`config.mk`:
```
export PLATFORM = sky130hd
export DESIGN_NAME = rc_nrzi_unstuff
export DESIGN_NICKNAME = d
export VERILOG_FILES = /design/src/rtl/rc_nrzi_unstuff.sv
export SDC_FILE = /design/constraint.sdc
export NUM_CORES = 1
export LEC_CHECK = 0
export ABC_AREA = 1
export BUFFER_PORTS_ARGS = -buffer_cell sky130_fd_sc_hd__buf_2
export CORE_MARGIN = 4
export CORE_UTILIZATION = 50
export CTS_BUF_LIST = sky130_fd_sc_hd__clkbuf_8 sky130_fd_sc_hd__clkbuf_16
export CTS_CLUSTER_DIAMETER = 150
export DETAILED_ROUTE_END_ITERATION = 10
export GPL_ROUTABILITY_DRIVEN = 0
export PLACE_DENSITY = 0.81
export SLEW_MARGIN = 5
export SYNTH_ARGS = -nofsm -noshare
export SYNTH_HDL_FRONTEND = slang
export SYNTH_SLANG_ARGS = --single-unit
```
`constraint.sdc`:
```
create_clock -name clk -period 1.95 [get_ports clk]
set_input_delay 0.39 -clock clk [delete_from_list [all_inputs] [get_ports clk]]
set_output_delay 0.39 -clock clk [all_outputs]
set_load 0.05 [all_outputs]
```
`src/rtl/rc_nrzi_unstuff.sv`:
```
// rtl/rc_nrzi_unstuff.sv - NRZI decoder and USB bit-unstuffer for the receive path
//
// Parameters:
//    ONES_MAX      consecutive decoded 1s after which the next bit is a stuffed bit
//    CNT_W         width of bit_count
// Ports:
//    clk           system clock
//    rst_n         asynchronous active-low reset
//    s_in          line level from the decoder (1 = J, 0 = K)
//    start_rc_nrzi pulse on the final sync K, carries no data bit
//    end_rc_nrzi   pulse marking packet end, carries no data bit
//    abort         synchronous clear, highest priority
//    out_bit       decoded, unstuffed data bit
//    out_valid     out_bit qualifier
//    pkt_end       one-cycle pulse after a normal packet end
//    bit_count     delivered bits in the current or last packet (saturating)
//    stuff_error   sticky stuffing-violation flag
module rc_nrzi_unstuff #(
   parameter int ONES_MAX = 6,
   parameter int CNT_W    = 7
) (
   input  logic             clk,
   input  logic             rst_n,
   input  logic             s_in,
   input  logic             start_rc_nrzi,
   input  logic             end_rc_nrzi,
   input  logic             abort,
   output logic             out_bit,
   output logic             out_valid,
   output logic             pkt_end,
   output logic [CNT_W-1:0] bit_count,
   output logic             stuff_error
);

   localparam int ONES_W = $clog2(ONES_MAX + 1);
   localparam logic [ONES_W-1:0] ONES_LIM = ONES_W'(ONES_MAX);
   localparam logic [CNT_W-1:0]  CNT_SAT  = '1;

   typedef enum logic [1:0] {
      IDLE  = 2'd0,
      RX    = 2'd1,
      ERROR = 2'd2
   } state_t;

   state_t            state;
   logic              prev_level;
   logic [ONES_W-1:0] ones;
   logic              d;

   // NRZI: no level change between bit cells encodes a 1
   assign d = ~(s_in ^ prev_level);

   always_ff @(posedge clk or negedge rst_n) begin
      if (!rst_n) begin
         state       <= IDLE;
         prev_level  <= 1'b0;
         ones        <= '0;
         bit_count   <= '0;
         out_bit     <= 1'b0;
         out_valid   <= 1'b0;
         pkt_end     <= 1'b0;
         stuff_error <= 1'b0;
      end else if (abort) begin
         state       <= IDLE;
         prev_level  <= 1'b0;
         ones        <= '0;
         bit_count   <= '0;
         out_bit     <= 1'b0;
         out_valid   <= 1'b0;
         pkt_end     <= 1'b0;
         stuff_error <= 1'b0;
      end else begin
         out_valid <= 1'b0;
         pkt_end   <= 1'b0;
         case (state)
            IDLE: begin
               if (start_rc_nrzi) begin
                  state      <= RX;
                  prev_level <= 1'b0;   // sync pattern ends on K
                  ones       <= '0;
                  bit_count  <= '0;
               end
            end
            RX: begin
               // start outranks end when both arrive together
               if (start_rc_nrzi) begin
                  prev_level <= 1'b0;
                  ones       <= '0;
                  bit_count  <= '0;
               end else if (end_rc_nrzi) begin
                  // an owed stuffed bit at end of packet is tolerated
                  state   <= IDLE;
                  pkt_end <= 1'b1;
               end else begin
                  prev_level <= s_in;
                  if (ones < ONES_LIM) begin
                     out_bit   <= d;
                     out_valid <= 1'b1;
                     ones      <= d ? ones + 1'b1 : '0;
                     if (bit_count != CNT_SAT)
                        bit_count <= bit_count + 1'b1;
                  end else if (!d) begin
                     // stuffed zero: swallow it silently
                     ones <= '0;
                  end else begin
                     state       <= ERROR;
                     stuff_error <= 1'b1;
                  end
               end
            end
            ERROR: begin
               stuff_error <= 1'b1;
            end
            default: begin
               state <= IDLE;
            end
         endcase
      end
   end

endmodule

```
==> flow_summary_export.csv <==
group,metric,value,unit
grt,grt_max_degree,18,
setup_path,critPathMaxFanout,8,
setup_path,worstSetupStartpointType,"flip-flop",
timing,fmax,0.633,GHz
timing,fin_crit,1.58,ns
pwr,ir_drop,0.597,mV
floorplan,die_y,52.9,µm
setup_path,worst-path-buf-inv,1,
detailed_routing,post_drt_wl_per_cell,11.7,µm
floorplan,start_util,55.3,%
grt,grt_pass1_vias,855,
floorplan,die_x,52.9,µm
grt,use_met3,3.66,%
clock_tree,htreeDepth,1,
floorplan,rows,15,
synth,synth_cell_types,24,
setup_path,endpoint_kind,"flip-flop",
placement,pre_cts_ws,0.386,ns
cells_and_area,final_layout_size_suffix_gt1_share,24.8,%
clock_tree,holdBufCountCts,0,
pwr,p_per_area,891,nW/µm²
clock_tree,cts.sinks,17,
synth,yosysSeqAreaShare,42.3,%
synth,synth_nets,138,
placement,placed_cell_area,1110,µm²
setup_path,crit_chain,"ha_1, nand3_1, nor2_1, o21bai_4, nand2_4, inv_4, nand2_1, o21ai_2",
clock_tree,cts.repair.resized,0,
timing,finalWorstSetupSlack,0.370,ns
cells_and_area,diodes,0,
timing,fin_setup_tns,0,ns
timing,grt_setup_unrepaired,"no",
setup_path,critPathMaxStageDelay,0.44,ns
grt,gr-usage-met2,28.5,%
detailed_routing,avgViaCountPerCell,5.28,
detailed_routing,drc,0,
grt,met1_usage,23.2,%
flow_run,maxCapViolCount,0,
setup_path,crit_slowest_cell,"dfrtp_1",
pwr,p_leak,0.600,nW
hold_path,min_path_type,"in -> async",
timing,min_period_over_period,81.0,%
clock_tree,max-clock-path-buffers,2,
clock_tree,clkLatencyLatePin,0.24,ns
cells_and_area,fin_nets,158,
synth,yosysWarnings,0,
setup_path,critPathKind,"reg -> reg",
detailed_routing,ant_nets,0,
timing,whs,0.0515,ns
cells_and_area,design_area,1160,µm²
detailed_routing,vias,918,
setup_path,cp_top_family,"simple AND/OR/NAND/NOR gates",
floorplan,core_area,1820,µm²
clock_tree,cts_setup_buffers,0,
timing,hold_viol_final,0,
clock_tree,cts_buffers,3,
cells_and_area,area_delta_synth_final,15.0,%
setup_path,cp.required,2.08,ns
detailed_routing,drtPass1Iterations,4,
synth,synthCells,130,
clock_tree,cts_tree,"done",
grt,grt_busiest_layer,"met2",
floorplan,ios,17,
clock_tree,path_clk_slew,0.06,ns
grt,grt_usage,18.1,%
detailed_routing,wirelength,2040,µm
timing,setup_viol,0,
status,status,"complete, no violations",
clock_tree,ctsRootBufferMaster,"clkbuf_8",
grt,grt_pass1_wl,3700,µm
grt,grt_remaining_overflow,0,
grt,antenna_found_initial,0,
timing,slew-limit-headroom,75.5,%
synth,syn_avg_cell_area,7.74,µm²
detailed_routing,drt_iter0_markers,16,
timing,slew_viol_final,0,
placement,post-dp-hpwl,1650,µm
synth,ys_seq_elements,17,
setup_path,worstPathArrival,1.71,ns
synth,syn-cell-area,1010,µm²
timing,max_slew.worst_pin.slew,0.368,ns
placement,port_buffers,16,
floorplan,die_area,2790,µm²
timing,worst_clock_skew,0.00383,ns
## cell type report
class / count / area, µm²
Fill cell: 164 / 663
Multi-Input combinational cell: 96 / 512
Sequential cell: 17 / 425
Timing Repair Buffer: 16 / 80.1
Inverter: 16 / 63.8
Clock buffer: 3 / 41.3
Tap cell: 25 / 31.3
Clock inverter: 1 / 3.75
## cells by family after synthesis
| kind of cell | after synthesis | synth area share [%] |
|---|---|---|
| buffers and inverters | 17 | 6.84 |
| XOR/XNOR | 1 | 0.871 |
| flip-flops | 17 | 42.3 |
| AO/OA/AOI/OAI | 21 | 12.6 |
| AND/OR/NAND/NOR | 72 | 35.0 |
| adder cells (fa/ha/maj) | 2 | 2.49 |
## cells in the mapped netlist
master / count / area, µm²
o21ai_1: 7 / 35.0
nor3_1: 3 / 15.0
nand4_1: 3 / 18.8
nand2_2: 1 / 6.26
inv_1: 11 / 41.3
o21bai_4: 1 / 18.8
nand3_2: 2 / 20.0
inv_2: 3 / 11.3
dfrtp_1: 17 / 425
xor2_1: 1 / 8.76
nand3_1: 14 / 70.1
nor2_2: 2 / 12.5
inv_4: 1 / 6.26
ha_1: 2 / 25.0
buf_2: 1 / 5.00
o21ai_0: 6 / 30.0
o21ai_2: 2 / 17.5
clkinv_2: 1 / 5.00
nand2_4: 2 / 22.5
nor2_1: 13 / 48.8
nor2_4: 2 / 22.5
or2_2: 1 / 6.26
a21oi_1: 5 / 25.0
nand2_1: 29 / 109
## power by group
part	leakage, nW	switching [mW]	internal [mW]
Clock	0.0269	0.110	0.139
Sequential	0.234	0.0447	0.391
Combinational	0.340	0.251	0.0955
Total	0.600	0.406	0.626
## path summary, 6_finish.rpt
kind | to | cells after the start | start | slack, ns
worst max-delay path | bit_count[3] | 8 | bit_count[0] | 0.37
worst min-delay path | bit_count[5] | 1 | rst_n | 0.05
worst max register to register | bit_count[3] | 8 | bit_count[0] | 0.37
worst min register to register | ones[0] | 1 | ones[0] | 0.48
max in group asynchronous | bit_count[0] | 1 | rst_n | 1.63
min in group clk | out_valid | 2 | start_rc_nrzi | 0.38
## cells in the final DEF, fill, tap and decap left out
cell type  instances
or2_2              1
clkbuf_8           3
o21bai_4           1
dfrtp_1           17
nand2_1           29
inv_2              3
nor2_1            13
nand3_2            2
o21ai_2            2
inv_1             12
a21oi_1            5
nor2_2             2
xor2_1             1
o21ai_1            7
nand2_4            2
nand4_1            3
buf_2             16
nor3_1             3
o21ai_0            6
ha_1               2
nand2_2            1
nand3_1           14
nor2_4             2
inv_4              1
clkinv_2           1
## worst reg2reg max path: stages (launching register included)
cell and delay (ns):
dfrtp_1 0.44, ha_1 0.24, nand3_1 0.13, nor2_1 0.25
o21bai_4 0.10, nand2_4 0.12, inv_4 0.06, nand2_1 0.08
o21ai_2 0.06
## sequential cells by signal, summed over array words and instances, names as in the netlist
signal	flops
out_valid	1
prev_level	1
pkt_end	1
bit_count	7
state	2
out_bit	1
ones	3
stuff_error	1
## metrics by stage
stage | std cells | util [%] | power (mW)
floorplan | 130 | - | 0.710
global placement | 170 | 61.1 | 0.776
detailed placement | 170 | 61.1 | 0.788
CTS | 174 | 63.6 | 1.04
global route | 174 | 63.6 | 1.11
finish | 174 | 63.6 | 1.03
## layer usage
layer	routed length, µm	vias to the layer above
li1	-	463
met4	43	0
met2	922	24
met3	118	7
met1	953	424
met5	0	-
(Power assumes the default switching activity.)
